===== config.mk =====
export PLATFORM = sky130hd
export DESIGN_NAME = eval_operand_feeder
export DESIGN_NICKNAME = d
export VERILOG_FILES = /design/src/rtl/eval_pkg.sv /design/src/rtl/feeder_fifo.sv /design/src/rtl/eval_operand_feeder.sv
export SDC_FILE = /design/constraint.sdc
export NUM_CORES = 1
export LEC_CHECK = 0
export ABC_AREA = 1
export BUFFER_PORTS_ARGS = -buffer_cell sky130_fd_sc_hd__buf_2
export CAP_MARGIN = 20
export CORE_MARGIN = 2
export CORE_UTILIZATION = 40
export CTS_BUF_LIST = sky130_fd_sc_hd__clkbuf_8
export DETAILED_ROUTE_END_ITERATION = 8
export GPL_TIMING_DRIVEN = 0
export PLACE_DENSITY = 0.56
export SYNTH_ARGS = -nofsm -noshare
export SYNTH_HDL_FRONTEND = slang
export SYNTH_HIERARCHICAL = 1
export SYNTH_SLANG_ARGS = --single-unit
export TNS_END_PERCENT = 30

===== constraint.sdc =====
create_clock -name clk -period 2.73 [get_ports clk]
set_input_delay 0.273 -clock clk [delete_from_list [all_inputs] [get_ports clk]]
set_output_delay 0.273 -clock clk [all_outputs]
set_load 0.01 [all_outputs]

===== src/rtl/eval_pkg.sv =====
// Shared definitions for the eval operand feeder and its FIFO.
package eval_pkg;

    localparam int DATA_W = 8;

    // Feeder activity state; anything other than IDLE keeps the eval stage clocked.
    typedef enum logic [1:0] {
        IDLE = 2'd0,
        BUSY = 2'd1,
        HOLD = 2'd2
    } state_e;

    // One operand pair as stored in the FIFO: {kernel, b, a}.
    typedef struct packed {
        logic              kernel;
        logic [DATA_W-1:0] b;
        logic [DATA_W-1:0] a;
    } pair_t;

endpackage


===== src/rtl/feeder_fifo.sv =====
// Small synchronous FIFO; full/empty come from an extra wrap bit on each pointer.
module feeder_fifo #(
    parameter int WIDTH = 17,
    parameter int DEPTH = 4
) (
    input  logic             clk,
    input  logic             rst_n,
    input  logic             clear,
    input  logic             push,
    input  logic             pop,
    input  logic [WIDTH-1:0] wdata,
    output logic [WIDTH-1:0] rdata,
    output logic             full,
    output logic             empty
);

    localparam int AW = $clog2(DEPTH);
    localparam logic [AW:0] PTR_ONE = {{AW{1'b0}}, 1'b1};

    logic [WIDTH-1:0] mem [DEPTH];
    logic [AW:0]      wr_ptr;
    logic [AW:0]      rd_ptr;
    logic             do_push;
    logic             do_pop;

    assign empty   = (wr_ptr == rd_ptr);
    assign full    = (wr_ptr[AW] != rd_ptr[AW]) && (wr_ptr[AW-1:0] == rd_ptr[AW-1:0]);
    assign rdata   = mem[rd_ptr[AW-1:0]];
    assign do_push = push && !full && !clear;
    assign do_pop  = pop && !empty && !clear;

    // Pointer update; clear empties the FIFO regardless of push/pop.
    always_ff @(posedge clk or negedge rst_n) begin
        if (!rst_n) begin
            wr_ptr <= '0;
            rd_ptr <= '0;
        end else if (clear) begin
            wr_ptr <= '0;
            rd_ptr <= '0;
        end else begin
            if (do_push) wr_ptr <= wr_ptr + PTR_ONE;
            if (do_pop)  rd_ptr <= rd_ptr + PTR_ONE;
        end
    end

    // Storage write; contents need no reset because the pointers gate visibility.
    always_ff @(posedge clk) begin
        if (do_push) mem[wr_ptr[AW-1:0]] <= wdata;
    end

endmodule


===== src/rtl/eval_operand_feeder.sv =====
// Upstream feeder for eval_module: buffers operand pairs, issues one per cycle,
// tracks the 1-cycle result latency and gates the eval stage clock when idle.
//
// Handshake: a pair is transferred on a rising edge where in_valid && in_ready;
// in_ready depends only on internal state (never on in_valid), and the upstream
// must hold in_valid and the operands stable until that edge.
module eval_operand_feeder
    import eval_pkg::*;
#(
    parameter int DATA_W = eval_pkg::DATA_W,
    parameter int DEPTH  = 4,
    parameter int CNT_W  = 16
) (
    input  logic              clk,
    input  logic              rst_n,
    input  logic              flush,
    input  logic              in_valid,
    output logic              in_ready,
    input  logic [DATA_W-1:0] in_a,
    input  logic [DATA_W-1:0] in_b,
    input  logic              in_kernel,
    input  logic              out_hold,
    output logic [DATA_W-1:0] data_in1,
    output logic [DATA_W-1:0] data_in2,
    output logic              kernel_enable,
    output logic              issue_valid,
    output logic              result_valid,
    output logic              gate_en,
    output logic [CNT_W-1:0]  issue_count,
    output state_e            fsm_state
);

    localparam int PAIR_W = 2 * DATA_W + 1;
    localparam logic [CNT_W-1:0] CNT_ONE = {{(CNT_W-1){1'b0}}, 1'b1};

    logic              ready_q;
    logic              fifo_full;
    logic              fifo_empty;
    logic [PAIR_W-1:0] fifo_rdata;
    logic              push;
    logic              pop;
    logic              fire;
    logic              kernel_q;
    state_e            state_q;
    state_e            state_d;

    // in_ready stays low during reset and for the first edge after release.
    assign in_ready = ready_q && !fifo_full;
    assign push     = in_valid && in_ready && !flush;
    assign pop      = !flush && !out_hold && !fifo_empty;
    // The eval stage samples the issued pair on every edge where fire is high.
    assign fire     = issue_valid && !out_hold;

    assign kernel_enable = kernel_q && issue_valid;
    assign gate_en       = (state_q != IDLE);
    assign fsm_state     = state_q;

    feeder_fifo #(
        .WIDTH (PAIR_W),
        .DEPTH (DEPTH)
    ) u_fifo (
        .clk   (clk),
        .rst_n (rst_n),
        .clear (flush),
        .push  (push),
        .pop   (pop),
        .wdata ({in_kernel, in_b, in_a}),
        .rdata (fifo_rdata),
        .full  (fifo_full),
        .empty (fifo_empty)
    );

    // Ready qualifier: comes up one edge after reset is released.
    always_ff @(posedge clk or negedge rst_n) begin
        if (!rst_n) ready_q <= 1'b0;
        else        ready_q <= 1'b1;
    end

    // Issue register: loads the FIFO head when not stalled; operands hold when empty.
    always_ff @(posedge clk or negedge rst_n) begin
        if (!rst_n) begin
            data_in1    <= '0;
            data_in2    <= '0;
            kernel_q    <= 1'b0;
            issue_valid <= 1'b0;
        end else if (flush) begin
            kernel_q    <= 1'b0;
            issue_valid <= 1'b0;
        end else if (!out_hold) begin
            if (!fifo_empty) begin
                data_in1    <= fifo_rdata[DATA_W-1:0];
                data_in2    <= fifo_rdata[2*DATA_W-1:DATA_W];
                kernel_q    <= fifo_rdata[PAIR_W-1];
                issue_valid <= 1'b1;
            end else begin
                kernel_q    <= 1'b0;
                issue_valid <= 1'b0;
            end
        end
    end

    // Result-valid pipe and consumed-pair counter, both keyed off fire.
    always_ff @(posedge clk or negedge rst_n) begin
        if (!rst_n) begin
            result_valid <= 1'b0;
            issue_count  <= '0;
        end else if (flush) begin
            result_valid <= 1'b0;
            issue_count  <= '0;
        end else begin
            result_valid <= fire;
            if (fire) issue_count <= issue_count + CNT_ONE;
        end
    end

    // State register.
    always_ff @(posedge clk or negedge rst_n) begin
        if (!rst_n) state_q <= IDLE;
        else        state_q <= state_d;
    end

    // Next state: BUSY drops to IDLE during the cycle that carries the last
    // result_valid, so the eval clock stops right after the result is seen.
    always_comb begin
        state_d = state_q;
        case (state_q)
            IDLE: if (push) state_d = BUSY;
            BUSY: begin
                if (out_hold && issue_valid)                   state_d = HOLD;
                else if (fifo_empty && !issue_valid && !push)  state_d = IDLE;
            end
            HOLD: if (!out_hold) state_d = BUSY;
            default: state_d = IDLE;
        endcase
        if (flush) state_d = IDLE;
    end

endmodule

==> results of run 1 <==
-- stage by stage --
step / instance area, um2 / hold WS, ns / cells / TNS (ns) / utilization (%)
after floorplan: 4830 / -0.0226 / 456 / 0 / -
after global placement: 5310 / 0.455 / 663 / -44.96 / 44.6
after detailed placement: 5380 / 0.457 / 667 / 0 / 45.2
after CTS: 5580 / 0.0797 / 683 / 0 / 46.8
after global routing: 5630 / 0.0915 / 685 / 0 / 47.3
final: 5630 / 0.101 / 685 / 0 / 47.3
-- registers in the layout (all words and copies together), names as in the netlist --
name           flops
u_fifo/mem        68
issue_count       16
data_in1           8
data_in2           8
u_fifo/rd_ptr      3
u_fifo/wr_ptr      3
fsm_state          2
issue_valid        1
kernel_q           1
ready_q            1
result_valid       1
-- metal layers --
metal | global-route usage [%] | up-vias | wire length [um]
met3 | 2.92 | 8 | 449
li1 | - | 1695 | -
met5 | 0 | - | 0
met1 | 23.0 | 1640 | 4880
met2 | 30.1 | 87 | 5330
met4 | 7.64 | 0 | 132
-- where the power goes --
group	internal [uW]	leakage, uW	switching, uW
Combinational	109	0.00113	167
Clock	419	0.000104	550
Sequential	1870	0.00120	41.3
Total	2400	0.00244	758
-- synth_stat cells (2+ instances only) --
cell	n
nand2_1	99
nand2_2	4
o21ai_0	41
edfxtp_1	68
dfrtp_1	44
clkbuf_2	2
xor2_1	2
nand3_1	20
buf_6	5
nor2_1	70
o31ai_1	2
o22ai_1	17
a21oi_1	7
buf_2	6
ha_1	6
inv_1	32
nand4_1	11
nand3_2	2
-- what timing repair did --
action,CTS,global route
endpoints found under the setup margin,10,50
buffers inserted,0,0
endpoints found under the hold margin,0,21
hold buffers,0,1
gates resized for setup,1,4
-- kinds of logic after synthesis --
logic type	Yosys count
DFF	112
buffers and inverters	50
adders and majority gates	6
and+or+nand+nor	214
other	1
AOI/OAI and AO/OA	70
xor gates and xnor gates	3
-- layout make-up --
class / count / area, um2 / share of cell area [%]
Buffer: 15 / 108 / 1.91
Clock buffer: 9 / 124 / 2.20
Clock inverter: 7 / 63.8 / 1.13
Inverter: 35 / 139 / 2.47
Multi-Input combinational cell: 294 / 1470 / 26.1
Sequential cell: 112 / 3140 / 55.8
Tap cell: 147 / 184 / 3.27
Timing Repair Buffer: 66 / 398 / 7.07
-- worst max-delay path: cells and delay by family, from the launching register on --
family / cells / cell delay [ns]
flip-flops: 1 / 0.45
buffers and inverters: 3 / 0.39
AND/OR/NAND/NOR: 8 / 1.36
-- final timing paths --
check | from | to | slack (ns)
worst max-delay path | u_fifo/wr_ptr[0] | u_fifo/mem[3][4] | 0.23
worst min-delay path | in_b[7] | u_fifo/mem[3][15] | 0.10
worst max register to register | u_fifo/wr_ptr[0] | u_fifo/mem[3][4] | 0.23
worst min register to register | data_in1[1] | data_in1[1] | 0.48
max in group asynchronous | rst_n | data_in1[4] | 1.79
min in group asynchronous | rst_n | issue_count[3] | 0.43
==> summary.md, run 1 <==
| Metric | Value |
|---|---|
| Syn Nets | roughly 480 |
| Post-Synth Simple-Gate Area | 19.2% |
| Most common cell after layout, fill and taps aside | nand2_1 |
| Core area | roughly 0.012 mm2 |
| Complex-gate fraction of the synthesized area | 8.01% |
| DIE AREA | 0.0130 mm2 |
| Synth Area per Inst | 10.6 um2 |
| Post-synth top area share | 42.3% |
| Clk buf depth | 2 |
| Hold depth | 1 |
| Largest net degree at the start of global routing | 45 |
| Drt total wl | approximately 11000 um |
| Fin. max-slew vios | 0 |
| Die Height | between 100 and 150 um |
| Xor/xnor share of the synthesized area | 0.933% |
| Antenna Nets Post-Route | 0 |
| Clock Sink Count | approximately 110 |
| Drt pass-1 iters | 5 |
| Yosys Warn Count | 6 |
| CP arrival | 2.59 ns |
| Crit path capture type | register |
| Final Hold Violating Endpoints | 0 |
| Global-route wire length before repair | ~18000 um |
| Dominant cells by area after synthesis | edfxtp_1 42%, dfrtp_1 23%, nand2_1 7.7% |
| Largest family of logic cells by synthesized area | simple AND/OR/NAND/NOR gates |
| Clk slew on worst S/H paths | approximately 0.10 ns |
| Vias/cell | between 5 and 6 |
| Period utilization | around nine tenths |
| Min Tclk post-route | 2.50 ns |
| CTS H-tree lvls | 3 |
| Synth Cell Area | just under 0.005 mm2 |
| Setup WS post-layout | around 0.23 ns |
| Worst slew pin tran | slightly above 0.6 ns |
| Commonest non-fill, non-tap cells in the layout | 99 x nand2_1, 68 x edfxtp_1, 66 x buf_2 |
| Layout cell share with drive strength beyond 1 | 21.2% |
| Leakage | 0.00244 uW |
| Cell Pwr Density | 561 mW/mm2 |
| Clock latency on the worst-skew pair | about 0.38 ns |
| DR iter-0 viols | 233 |
| Synth cell types | 36 |
| Worst path cell trace | inv_1 -> nand2_1 -> nand2_2 -> nand3_4 -> inv_1 -> nor2_1 -> nand2_1 -> nor2_2 -> nand3_2 -> nor2_4 -> buf_8 |
| Gr ovfl total | 0 |
| CP Launch Type | register |
| Area delta synth->final | 16.6% |
| Nets@finish | about 560 |
| Total number of vias | 3430 |
| FILL cells | 1124 |
| Antenna diode count | 0 |
| Reg2reg path depth | 11 |
| Slowest stage delay, CP | about 0.45 ns |
| # IOs | 61 |
| Worst vdd ir | 0.320 mV |
| Status | finished, final reports clean |
| CTS tree | done |
| Maxcap violations | 0 |
| Maximum clock frequency | 401 MHz |
| Seq/Total Area, Yosys | 65.1% |
| Worst Clk Skew | 0.00582 ns |
| Yosys top cell by area | edfxtp_1 |
| Root cell of the clock tree | clkbuf_8 |
| Number of synthesized flops with an enable pin | between 60 and 70 |
| Total Routing Usage GR | about 18% |
| Total power | 3160 uW |
| Worst Hold Class | input port to register |
| Max FO, Critical Path | 10 |
| Synth Register Bits | 112 |
| Initial Util | 40.5% |
| Required time worst endpoint | ~2.8 ns |
| Vias in the first global route | 3362 |
| HPWL after DPL | 7430 um |
| Post-Syn Instances | 456 |
| Adder-cell share of the synthesized area | 1.55% |
| Mux contribution to synthesized area | 0% |
| Final setup vio count | 0 |
| RSZ-0062 raised after global routing | no |
| Top FF cell, synth | edfxtp_1 |
| # DRC | 0 |
| Initial antenna violation count | 0 |
| Critical path type | register to register |
| Routed WL per cell | 15.8 um |
| Placer Congestion | approximately 0.83 |
| Ys async rst share | 39.3% |
| Slew HR | 59.1% |
| Row count | 40 |
| Dpl ws | about 0.0066 ns |
| Die W | 114 um |
| Num CTS Buffers | 9 |
| PortBufs | 60 |
| Max stage delay cell, worst path | dfrtp_1 |
No activity file was read; power rests on OpenSTA's default activity.
==> run 2, diff against run 1 <==
- SYNTH_HIERARCHICAL: 1 -> not set
==> summary.md, run 2 <==
| Metric | Value |
|---|---|
| Clk buf depth | 2 (unchanged) |
| Number of synthesized flops with an enable pin | 68 (unchanged) |
| Ys async rst share | 39.3% (unchanged) |
| Max FFs per register | 68 (unchanged) |
| Worst vdd ir | 0.399 mV (+25%) |
| Die Height | 112 um (-1.3%) |
| Status | finished, final reports clean |
| FILL cells | 1084 (-3.6%) |
| Clk slew on worst S/H paths | 0.11 ns (about the same) |
| Drt pass-1 iters | 4 (-1) |
| Placer Congestion | 0.808 (-3.1%) |
| Initial antenna violation count | 0 (unchanged) |
| PortBufs | 59 (-1.7%) |
| Final setup vio count | 0 (unchanged) |
| Post-synth top area share | 43.5% (+1.2 points) |
| Yosys Warn Count | 0 (-6) |
| Clock latency on the worst-skew pair | 0.38 ns (about the same) |
| Initial Util | 41.2% (+0.61 points) |
| Post-Layout Cell Count | 657 (-4.1%) |
| Reg2reg path depth | 10 (-1) |
| DR iter-0 viols | 156 (-33%) |
| Top FF cell, synth | edfxtp_1 |
| Num CTS Buffers | 9 (unchanged) |
| Commonest non-fill, non-tap cells in the layout | 90 x nand2_1, 68 x edfxtp_1, 63 x buf_2 |
| Placed cell count | 639 (-4.2%) |
| Clock Sink Count | 112 (unchanged) |
| Total number of vias | 3340 (-2.6%) |
| Final Hold Violating Endpoints | 0 (unchanged) |
| # IOs | 61 (unchanged) |
| HPWL after DPL | 6950 um (-6.5%) |
| Critical Path Sink | u_fifo.mem[3][7] |
| Met2 Wirelength | 4790 um (-10%) |
| Leakage | 0.00237 uW (-2.7%) |
| Top-count cell post-synth | nand2_1 |
| Maxcap violations | 0 (unchanged) |
| Crit path capture type | register |
| CP Launch Type | register |
| Synth Cell Area | 0.00470 mm2 (-2.7%) |
| Row count | 39 (-2.5%) |
| Worst Hold Class | input port to register |
| Most common cell after layout, fill and taps aside | nand2_1 |
| Nets@finish | 537 (-4.3%) |
| Largest net degree at the start of global routing | 45 (unchanged) |
| R2R Setup Slk | 0.43 ns (+0.20 ns) |
| Max FO, Critical Path | 14 (+4) |
| Seq/Total Area, Yosys | 66.9% (+1.8 points) |
| Critical path type | register to register |
| R2R Path End | u_fifo.mem[3][7] |
| Drt total wl | 10400 um (-3.9%) |
| Period utilization | 84.1% (-7.4 points) |
| Gr ovfl total | 0 (unchanged) |
| Syn Nets | 461 (-4.8%) |
| DIE AREA | 0.0126 mm2 (-2.6%) |
| Worst Clk Skew | 0.0132 ns (+0.00741 ns) |
| Routed wl met3 | 514 um (+14%) |
| CTS H-tree lvls | 3 (unchanged) |
| Required time worst endpoint | 2.82 ns (about the same) |
| Yosys top cell by area | edfxtp_1 |
| Fin. max-slew vios | 0 (unchanged) |
| Antenna Nets Post-Route | 0 (unchanged) |
| Cts repair resizes | 0 (-1) |
| Area delta synth->final | 17.2% |
| Top Layer Used | met4 |
| Total Routing Usage GR | 17.4% (-0.46 points) |
| Global-route wire length before repair | 17100 um (-2.5%) |
| Die W | 112 um (-1.3%) |
| Root cell of the clock tree | clkbuf_8 |
| Vias in the first global route | 3355 (-0.21%) |
| Layout cell share with drive strength beyond 1 | 21.2% (about the same) |
| Core area | 0.0114 mm2 (-4.1%) |
| Post-Syn Instances | 433 (-5.0%) |
| Dominant cells by area after synthesis | edfxtp_1 43%, dfrtp_1 23%, nand2_1 7.2% |
| RSZ-0062 raised after global routing | no |
| Critical Path Source | u_fifo.rd_ptr[1] |
| CTS tree | done |
| Reg2reg start | u_fifo.rd_ptr[1] |
| Slew HR | 63.5% (+4.4 points) |
| Min Tclk post-route | 2.30 ns (-0.201 ns) |
| Worst slew pin tran | 0.547 ns (-0.0647 ns) |
| Synth Register Bits | 112 (unchanged) |
| Routed WL per cell | 15.8 um (+0.20%) |
| WL met1 | 4880 um (about the same) |
| Synth Area per Inst | 10.9 um2 (+2.5%) |
| Final Util | 48.2% (+0.95 points) |
| Most frequent cells after synthesis | 90 x nand2_1, 68 x edfxtp_1, 60 x nor2_1 |
| CP arrival | 2.39 ns (-0.20 ns) |
| # DRC | 0 (unchanged) |
| Synth cell types | 34 (-5.6%) |
| Vias/cell | 5.08 (+1.5%) |
| Cell Pwr Density | 681 mW/mm2 (+21%) |
| Maximum clock frequency | 436 MHz (+8.8%) |
| Antenna diode count | 0 (unchanged) |
-- run 2: cell types whose count changed in the layout (fill, tap and decap cells not counted), moves of 5 or more --
cell      delta
nand3_1     -12
nand2_1      -9
nor2_1       -9
nor3_1       +7
clkbuf_1     +5
-- run 2: per-layer routing --
layer	vias up	track usage (%)
met5	-	0
met4	0	6.34
met3	14	3.56
met2	82	28.5
met1	1615	23.1
li1	1629	-
-- run 2: what timing repair did --
action                    4_1_cts  5_1_grt
buffers inserted                0        0
hold endpoints to repair        0       13
hold buffers                    0        1
-- run 2: per-stage QoR --
step	hold slack (ns)	total power, uW	setup WS, ns	TNS (ns)	cell area, um2
final	0.100	3750	0.435	0	5510
after global routing	0.0676	3960	0.280	0	5510
after CTS	0.0829	3780	0.428	0	5480
after detailed placement	0.460	2740	0.444	0	5270
after global placement	0.458	2730	-0.440	-24.74	5170
after floorplan	-0.0226	2440	0.494	0	4700
-- run 2: how the worst min path moves through the flow --
stage / cells after the start / endpoint / slack, ns / start
after floorplan: 0 / data_in1[0] / -0.02 / rst_n
after global placement: 2 / data_in1[7] / 0.46 / data_in1[7]
after detailed placement: 2 / data_in1[5] / 0.46 / data_in1[5]
after CTS: 1 / u_fifo.mem[0][10] / 0.08 / in_b[2]
after global routing: 1 / u_fifo.mem[0][12] / 0.07 / in_b[4]
final: 1 / u_fifo.mem[1][11] / 0.10 / in_b[3]
-- run 2: worst max-delay path, stage by stage, from the launching register on --
cell and delay [ns]:
dfrtp_1 0.38, buf_6 0.16, inv_4 0.07, nand2_1 0.06
nand2_1 0.07, nand3_1 0.13, nand3_2 0.15, nor2_1 0.25
inv_1 0.16, nor2_2 0.36, buf_16 0.21
-- run 2: cell families after synthesis --
logic type / after synthesis / synth area share [%]
AO/OA/AOI/OAI: 79 / 9.24
adder cells (fa/ha/maj): 6 / 1.60
AND/OR/NAND/NOR: 184 / 17.0
flip-flops: 112 / 66.9
buffers and inverters: 49 / 4.71
XOR/XNOR: 2 / 0.533
other: 1 / 0.0798
-- run 2: final cells by class --
cell class | instances | area, um2 | share of cell area, %
plain buffers | 15 | 91.3 | 1.66
clock buffers | 9 | 124 | 2.25
clock inverters | 7 | 83.8 | 1.52
inverters | 34 | 130 | 2.36
multi-input cells | 272 | 1350 | 24.4
flip-flops and latches | 112 | 3140 | 57.1
well taps | 143 | 179 | 3.25
repair buffers | 65 | 410 | 7.45
-- run 2: power by group --
part	switching, uW	internal [uW]	total (uW)
Combinational	415	253	668
Sequential	89.4	1950	2040
Clock	600	445	1040
==> run 3, diff against run 2 <==
- clock period: 2.73 -> 2.2 ns (I/O delays scaled with it)
==> summary.md, run 3 (same netlist as run 2, synthesis figures left out) <==
| Metric | Value |
|---|---|
| Cell Pwr Density | 836 mW/mm2 (+23%) |
| Die Height | 112 um (unchanged) |
| Crit path capture type | register |
| Num CTS Buffers | 9 (unchanged) |
| # IOs | 61 (unchanged) |
| Setup WS post-layout | 0.103 ns (-0.331 ns) |
| Total Routing Usage GR | 17.4% (unchanged) |
| Total number of vias | 3336 (-0.12%) |
| CP top delay family | simple AND/OR/NAND/NOR gates |
| CTS H-tree lvls | 3 (unchanged) |
| Maxcap violations | 0 (unchanged) |
| Clock Sink Count | 112 (unchanged) |
| Max FFs per register | 68 (unchanged) |
| Final Util | 48.8% (+0.59 points) |
| Row count | 39 (unchanged) |
| Dpl cell area | 0.00527 mm2 (unchanged) |
| Slew HR | 63.4% (-0.13 points) |
| Required time worst endpoint | 2.29 ns (-0.53 ns) |
| Status | finished, final reports clean |
| Global-route wire length before repair | 17100 um (unchanged) |
| Placed cell count | 639 (unchanged) |
| Clk buf depth | 2 (unchanged) |
| Area delta synth->final | 18.6% |
| Buf/Inv on CP | 4 (unchanged) |
| Critical path type | register to register |
| Die W | 112 um (unchanged) |
| Min Tclk post-route | 2.10 ns (-0.199 ns) |
| Clock latency on the worst-skew pair | 0.38 ns (about the same) |
| Final setup vio count | 0 (unchanged) |
| Antenna diode count | 0 (unchanged) |
| Final Hold Violating Endpoints | 0 (unchanged) |
| Largest net degree at the start of global routing | 45 (unchanged) |
| Root cell of the clock tree | clkbuf_8 |
| CP Launch Type | register |
| Fin. max-slew vios | 0 (unchanged) |
| Period utilization | 95.3% (+11 points) |
| Reg2reg path depth | 10 (unchanged) |
| # DRC | 0 (unchanged) |
| Worst Hold Class | input port to register |
| CP arrival | 2.19 ns (-0.20 ns) |
| Worst path depth | 10 (unchanged) |
| DR iter-0 viols | 189 (+21%) |
| Max stage delay cell, worst path | dfrtp_1 |
| PortBufs | 59 (unchanged) |
| Maximum clock frequency | 477 MHz (+9.5%) |
| R2R Setup Slk | 0.10 ns (-0.33 ns) |
| Hold depth | 1 (unchanged) |
| Initial Util | 41.2% (unchanged) |
| Slowest stage delay, CP | 0.38 ns (about the same) |
| Worst slew pin tran | 0.549 ns (+0.00202 ns) |
| HPWL after DPL | 6950 um (unchanged) |
| CTS tree | done |
| Routed WL per cell | 15.7 um (-0.73%) |
| Layout cell share with drive strength beyond 1 | 22.3% (+1.1 points) |
| Dpl ws | -0.0860 ns (-0.530 ns) |
| Crit-path most repeated cell | nand2_1 |
| Drt total wl | 10400 um (+0.17%) |
| DIE AREA | 0.0126 mm2 (unchanged) |
| Worst path cell trace | buf_6 -> inv_4 -> nand2_1 -> nand2_1 -> nand3_1 -> nand3_2 -> nor2_2 -> inv_1 -> nor2_4 -> buf_8 |
| Vias in the first global route | 3355 (unchanged) |
| Gr ovfl total | 0 (unchanged) |
| Leakage | 0.00241 uW (+1.4%) |
| Final Cell Area | 0.00557 mm2 (+1.2%) |
| Core area | 0.0114 mm2 (unchanged) |
| Nets@finish | 543 (+1.1%) |
| Clk slew on worst S/H paths | 0.11 ns (about the same) |
| Worst Clk Skew | 0.0121 ns (-0.00109 ns) |
| Post-Layout Cell Count | 663 (+0.91%) |
| Most common cell after layout, fill and taps aside | nand2_1 |
| Commonest non-fill, non-tap cells in the layout | 90 x nand2_1, 68 x edfxtp_1, 63 x buf_2 |
| Fin Hold WS | 0.0473 ns (-0.0529 ns) |
| Initial antenna violation count | 0 (unchanged) |
| Max FO, Critical Path | 13 (-1) |
| Placer Congestion | 0.808 (unchanged) |
| Worst vdd ir | 0.497 mV (+25%) |
| Antenna Nets Post-Route | 0 (unchanged) |
| Vias/cell | 5.03 (-1.0%) |
| Drt pass-1 iters | 4 (unchanged) |
## run 3: cell types whose count changed in the layout (fill, tap and decap cells not counted), sizes merged
cell  delta
buf      +6
## run 3: where the power goes
part	switching, uW	internal (uW)
Clock	744	552
Combinational	519	316
Sequential	110	2420
## run 3: layer usage
metal / track usage, % / up-vias / part of all wire [%]
li1: - / 1639 / -
met1: 23.1 / 1612 / 48
met2: 28.5 / 73 / 46
met5: 0 / - / 0
met4: 6.34 / 0 / 1.7
met3: 3.56 / 12 / 4.4
## run 3: path summary, 6_finish.rpt
path,start,endpoint
setup / recovery,u_fifo.rd_ptr[1],u_fifo.mem[1][5]
hold / removal,in_b[3],u_fifo.mem[1][11]
setup reg to reg,u_fifo.rd_ptr[1],u_fifo.mem[1][5]
hold reg to reg,data_in1[0],data_in1[0]
max in group asynchronous,rst_n,data_in2[4]
min in group asynchronous,rst_n,u_fifo.wr_ptr[0]
## run 3: metrics by stage
| step | power (uW) | TNS (ns) |
|---|---|---|
| 6_report | 4660 | 0 |
| 5_1_grt | 4920 | -0.513 |
| 4_1_cts | 4690 | -3.46 |
| 3_5_place_dp | 3400 | -3.06 |
| 3_3_place_gp | 3380 | -60.78 |
| 2_1_floorplan | 3030 | -2.42 |
## run 3: final cells by class
type,instances,area [um2]
Buffer,15,91.3
Clock buffer,9,124
Clock inverter,7,83.8
Fill cell,1087,5840
Inverter,34,130
Multi-Input combinational cell,272,1370
Sequential cell,112,3140
Tap cell,143,179
Timing Repair Buffer,71,455
## run 3: repair_timing
action / in CTS / in global routing
pin swaps: 0 / 3
setup endpoints to repair: 54 / 64
hold buffers: 0 / 1
buffers inserted: 0 / 6
endpoints found under the hold margin: 0 / 13
gates resized for setup: 1 / 4
gates cloned: 0 / 0
